**src/rtl/lsu_ctrl.sv**
```systemverilog
`timescale 1ns/1ps
// MEM-stage load/store control: request/grant/response handshake with data memory.
// Store resp 2 cycles after accept, load 3+, misaligned 1; stall holds upstream while busy.
module lsu_ctrl #(
   parameter int ADDR_W = 32,
   parameter int DATA_W = 32
) (
   input  logic              clk,
   input  logic              rst,
   input  logic              req_valid,
   output logic              req_ready,
   input  logic              req_we,
   input  logic [1:0]        req_size,
   input  logic              req_unsigned,
   input  logic [ADDR_W-1:0] req_addr,
   input  logic [DATA_W-1:0] req_wdata,
   input  logic [4:0]        req_rd,
   output logic              dmem_req,
   output logic              dmem_we,
   output logic [ADDR_W-1:0] dmem_addr,
   output logic [3:0]        dmem_be,
   output logic [DATA_W-1:0] dmem_wdata,
   input  logic              dmem_gnt,
   input  logic              dmem_rvalid,
   input  logic [DATA_W-1:0] dmem_rdata,
   output logic              resp_valid,
   output logic [DATA_W-1:0] resp_data,
   output logic [4:0]        resp_rd,
   output logic              resp_misalign,
   output logic              stall
);

   typedef enum logic [1:0] {S_IDLE, S_REQ, S_WAIT, S_RESP} state_t;

   state_t r_state, w_next;

   logic              r_we;
   logic [1:0]        r_size;
   logic              r_unsigned;
   logic [1:0]        r_off;
   logic              r_dmem_req;
   logic              r_dmem_we;
   logic [ADDR_W-1:0] r_dmem_addr;
   logic [3:0]        r_dmem_be;
   logic [DATA_W-1:0] r_dmem_wdata;
   logic              r_resp_valid;
   logic [DATA_W-1:0] r_resp_data;
   logic [4:0]        r_resp_rd;
   logic              r_resp_misalign;

   logic              w_accept;
   logic              w_misalign;
   logic [3:0]        w_be;
   logic [DATA_W-1:0] w_wdata;
   logic [DATA_W-1:0] w_shift;
   logic [DATA_W-1:0] w_load;

   assign w_accept   = (r_state == S_IDLE) && req_valid;
   assign w_misalign = (req_size == 2'b11) ||
                       ((req_size == 2'b01) && req_addr[0]) ||
                       ((req_size == 2'b10) && (req_addr[1:0] != 2'b00));

   always_comb begin
      w_be    = 4'b1111;
      w_wdata = req_wdata;
      case (req_size)
         2'b00: begin
            w_be    = 4'b0001 << req_addr[1:0];
            w_wdata = {4{req_wdata[7:0]}};
         end
         2'b01: begin
            w_be    = 4'b0011 << req_addr[1:0];
            w_wdata = {2{req_wdata[15:0]}};
         end
         default: ;
      endcase
   end

   // Load alignment uses the offset latched at acceptance, not the live request.
   assign w_shift = dmem_rdata >> {r_off, 3'b000};

   always_comb begin
      w_load = w_shift;
      case (r_size)
         2'b00: w_load = {{(DATA_W-8){w_shift[7] & ~r_unsigned}}, w_shift[7:0]};
         2'b01: w_load = {{(DATA_W-16){w_shift[15] & ~r_unsigned}}, w_shift[15:0]};
         default: ;
      endcase
   end

   always_ff @(posedge clk or posedge rst) begin
      if (rst) r_state <= S_IDLE;
      else     r_state <= w_next;
   end

   always_comb begin
      w_next    = r_state;
      req_ready = 1'b0;
      stall     = 1'b0;
      case (r_state)
         S_IDLE: begin
            req_ready = 1'b1;
            stall     = req_valid;
            if (req_valid) w_next = w_misalign ? S_RESP : S_REQ;
         end
         S_REQ: begin
            stall = 1'b1;
            if (dmem_gnt) w_next = r_we ? S_RESP : S_WAIT;
         end
         S_WAIT: begin
            stall = 1'b1;
            if (dmem_rvalid) w_next = S_RESP;
         end
         S_RESP: w_next = S_IDLE;
         default: w_next = S_IDLE;
      endcase
      if (rst) begin
         req_ready = 1'b0;
         stall     = 1'b0;
      end
   end

   always_ff @(posedge clk or posedge rst) begin
      if (rst) begin
         r_we            <= 1'b0;
         r_size          <= 2'b00;
         r_unsigned      <= 1'b0;
         r_off           <= 2'b00;
         r_dmem_req      <= 1'b0;
         r_dmem_we       <= 1'b0;
         r_dmem_addr     <= '0;
         r_dmem_be       <= 4'b0000;
         r_dmem_wdata    <= '0;
         r_resp_valid    <= 1'b0;
         r_resp_data     <= '0;
         r_resp_rd       <= 5'd0;
         r_resp_misalign <= 1'b0;
      end else begin
         if (w_accept) begin
            r_we            <= req_we;
            r_size          <= req_size;
            r_unsigned      <= req_unsigned;
            r_off           <= req_addr[1:0];
            r_dmem_req      <= ~w_misalign;
            r_dmem_we       <= req_we;
            r_dmem_addr     <= {req_addr[ADDR_W-1:2], 2'b00};
            r_dmem_be       <= w_be;
            r_dmem_wdata    <= w_wdata;
            r_resp_data     <= '0;
            r_resp_rd       <= req_rd;
            r_resp_misalign <= w_misalign;
         end else if ((r_state == S_REQ) && dmem_gnt) begin
            r_dmem_req <= 1'b0;
         end
         if ((r_state == S_WAIT) && dmem_rvalid) r_resp_data <= w_load;
         r_resp_valid <= (w_next == S_RESP);
      end
   end

   assign dmem_req      = r_dmem_req;
   assign dmem_we       = r_dmem_we;
   assign dmem_addr     = r_dmem_addr;
   assign dmem_be       = r_dmem_be;
   assign dmem_wdata    = r_dmem_wdata;
   assign resp_valid    = r_resp_valid;
   assign resp_data     = r_resp_data;
   assign resp_rd       = r_resp_rd;
   assign resp_misalign = r_resp_misalign;

endmodule

```
**config.mk**
```make
export PLATFORM = sky130hd
export DESIGN_NAME = lsu_ctrl
export DESIGN_NICKNAME = d
export VERILOG_FILES = /design/src/rtl/lsu_ctrl.sv
export SDC_FILE = /design/constraint.sdc
export NUM_CORES = 1
export LEC_CHECK = 0
export BUFFER_PORTS_ARGS = -buffer_cell sky130_fd_sc_hd__buf_2
export CAP_MARGIN = 40
export CORE_MARGIN = 1
export CORE_UTILIZATION = 50
export CTS_BUF_LIST = sky130_fd_sc_hd__clkbuf_4
export CTS_CLUSTER_SIZE = 8
export DETAILED_ROUTE_END_ITERATION = 6
export HOLD_SLACK_MARGIN = 0.12
export PLACE_DENSITY = 0.83
export SYNTH_ARGS = -nofsm -noshare
export SYNTH_HDL_FRONTEND = slang
export SYNTH_SLANG_ARGS = --single-unit
export TNS_END_PERCENT = 100
```
**constraint.sdc**
```tcl
create_clock -name clk -period 3.66 [get_ports clk]
set_input_delay 0.183 -clock clk [delete_from_list [all_inputs] [get_ports clk]]
set_output_delay 0.183 -clock clk [all_outputs]
set_load 0.03 [all_outputs]
```
==> impl_metrics.yaml <==
status:
  status: "finished clean"
power:
  netSwitchingFraction_pct: 46.4
  clkPwrFrac_pct: 13.5
  p_switching_mw: 3.03
  powerDensity_nw_per_um2: 847
  sequentialPowerShare_pct: 33.6
  p_comb_share_pct: 52.9
  power_mw: 6.53
  worst_ir_drop_vdd_mv: 0.547
  p_leak_nw: 3.83
  internal_power_mw: 3.50
drt:
  met2_length_um: 8310
  viasPerCell: 5.47
  routed.top_layer: "met4"
  routedWlPerCell_um: 18.0
  wl_met1_um: 6230
  num_vias: 4975
  drc: 0
  wl_met3_um: 1240
  wl_um: 16400
  ant_nets: 0
  drtPass1Iterations: 4
  drt_iter0_markers: 321
finish:
  fin_nets: 876
  finalInstanceArea_um2: 7710
  drive_above_1_share_pct: 42.0
  antenna_cells: 0
  final_common_cell: "buf_2"
  fin_util_pct: 75.0
  syn_to_final_growth_pct: 45.5
  layout_common_cells: "buf_2, dfrtp_1, dlygate4sd3_1"
logic_synthesis:
  syn_area_per_cell_um2: 11.7
  synth_edf_count: 0
  synthArstFlopShare_pct: 100
  ys_seq_area_share_pct: 53.8
  synth_compound_area_share_pct: 12.7
  synthAdderAreaFrac_pct: 1.42
  ys_ff_latch: 114
  yosys.area_share.simple_pct: 7.96
  synth_top_area_cell: "dfrtp_1"
  synth_top_family_by_area: "multiplexers"
  ys_top_cells_by_area: "dfrtp_1, mux2_2, mux2i_1, o21ai_0, nand2_1"
  synth_warnings: 0
  synth_mux_area_share_pct: 20.5
  synthesis.area_um2: 5300
  synth_top_flop_cell: "dfrtp_1"
  synth_top_area_share_pct: 53.8
  syn_inst: 454
  synthXorXnorAreaFrac_pct: 0
  synth.distinct_cells: 35
critical_path:
  cp-start-kind: "flip-flop"
  r2r-start: "r_state[0]"
  cp_slowest_cell: "nor3b_2"
  required_ns: 4.10
  r2r.worst_path.cells: 6
  cp.arrival_ns: 3.05
  crit_type: "reg -> reg"
  crit_chain: "inv_1 > ha_1 > nand2_1 > nor3b_2 > nor2b_1 > a221o_1"
  r2r-end: "resp_data[30]"
  r2r_slack_ns: 1.05
  critPathBufInv: 1
  crit_path_end_kind: "flip-flop"
  max_stage_delay_ns: 0.61
  crit_family: "simple AND/OR/NAND/NOR gates"
  critPathMaxFanout: 18
clock_tree:
  cts_buffers: 17
  htree_levels: 4
  clock_latency_ns: 0.50
  root_buffer: "clkbuf_4"
  cts_sinks: 114
  tritoncts: "yes"
  clk_pin_slew_ns: 0.10
  cts_resized: 0
  cts_setup_buffers: 0
  clock_path_buffers: 2
  holdBufCountCts: 95
sta:
  maxSlewViolCount: 0
  fin_crit_sh_pct: 71.3
  rsz0062_at_grt: "no"
  slew-limit-headroom_pct: 54.4
  setup_violations: 0
  fmax_mhz: 383
  fin_worst_hold_slack_ns: 0.169
  hold_viol_final: 0
  fin_skew_ns: 0.0124
  tightest_slew_ns: 0.684
  min_period_ns: 2.61
  tns_ns: 0
flow_run:
  cap_violations: 0
global_route:
  grt_max_degree: 53
  grt_pass1_vias: 5297
  grt_pass1_wl_um: 26600
  antenna_found_initial: 0
  grt_usage_pct: 31.3
  grt_overflow: 0
die:
  rows: 37
  dieHeight_um: 105
  pin_count: 221
  die_x_um: 105
  die_area_um2: 11000
  coreArea_um2: 10300
  start_util_pct: 51.6
worst_hold_path:
  hold_path_class: "in -> reg"
  min_delay_path_depth: 3
  min_from: "dmem_rdata[7]"
  whs_endpoint: "resp_data[7]"
placement:
  dp_hpwl_um: 10300
  routabilityCongestion: 0.844
  dpl-instance-area_um2: 6500
  io_buffers: 218
## through the flow
stage	setup slack, ns	cells
floorplan	0.461	455
global placement	1.30	780
detailed placement	1.15	782
CTS	1.15	909
global route	0.803	909
finish	1.05	909
## worst reg2reg max path: stages, from the launching register on
cell and delay (ns):
dfrtp_1 0.44, inv_1 0.16, ha_1 0.21, nand2_1 0.33
nor3b_2 0.62, nor2b_1 0.54, a221o_1 0.25
## cell type report
| type | instances | area (µm²) |
|---|---|---|
| clock buffer | 19 | 143 |
| clock inverter | 13 | 119 |
| fill | 675 | 2570 |
| inverter | 5 | 21.3 |
| multi-input combinational | 301 | 2270 |
| sequential | 114 | 2850 |
| tap | 136 | 170 |
| timing repair buffer | 321 | 2130 |
## flip-flops by register name, summed over array words and instances (netlist names), 2 cells and up
register and cells:
dmem_wdata 32, resp_data 32, dmem_addr 30, resp_rd 5
dmem_be 4, r_off 2, r_size 2, r_state 2
## worst max path at each step
stage / slack [ns] / to / cells after the start / start
2_1_floorplan: 0.46 / dmem_addr[10] / 1 / rst
3_3_place_gp: 1.30 / resp_data[25] / 6 / r_state[0]
3_5_place_dp: 1.15 / resp_data[30] / 6 / r_state[0]
4_1_cts: 1.15 / resp_data[25] / 6 / r_state[0]
5_1_grt: 0.80 / resp_data[24] / 6 / r_state[0]
6_report: 1.05 / resp_data[30] / 6 / r_state[0]
## cells in the mapped netlist (2+ instances only)
cell type  count
a21oi_1       22
a221o_1       16
a22o_1         8
and2_1         2
buf_1          2
buf_2          9
buf_4          2
buf_6          2
clkbuf_1      20
dfrtp_1      114
ha_1           6
inv_1          5
mux2_2        57
mux2i_1       40
mux4_2         2
nand2_1       43
nand3_1        9
nand3b_1       9
nor2_1        12
nor2b_1        2
nor3_1         3
nor3b_2        2
o21a_1         2
o21ai_0       50
o21ai_1        2
or2_2          4
## metal layers
layer  track usage [%]  vias up
met2              53.9      281
met5                 0        -
met3              8.36       54
met4              15.9        0
met1              35.8     2392
li1                  -     2248
## logic make-up (layout without fill, tap and decap cells)
group,after synthesis,after routing
flops,114,114
compound gates,106,106
mux,99,99
simple gates,88,88
buf+inv,40,358
fa+ha+maj,6,6
other cells,1,2
## power by group through the flow
stage | sequential, mW | combinational (mW) | clock (mW)
6_report | 2.20 | 3.46 | 0.881
5_1_grt | 2.26 | 3.69 | 0.953
4_1_cts | 2.18 | 3.42 | 0.897
3_5_place_dp | 2.20 | 3.33 | 0
3_3_place_gp | 2.19 | 3.16 | 0
2_1_floorplan | 3.20 | 1.32 | 0
Note: power is estimated with default switching activity, not from simulation.
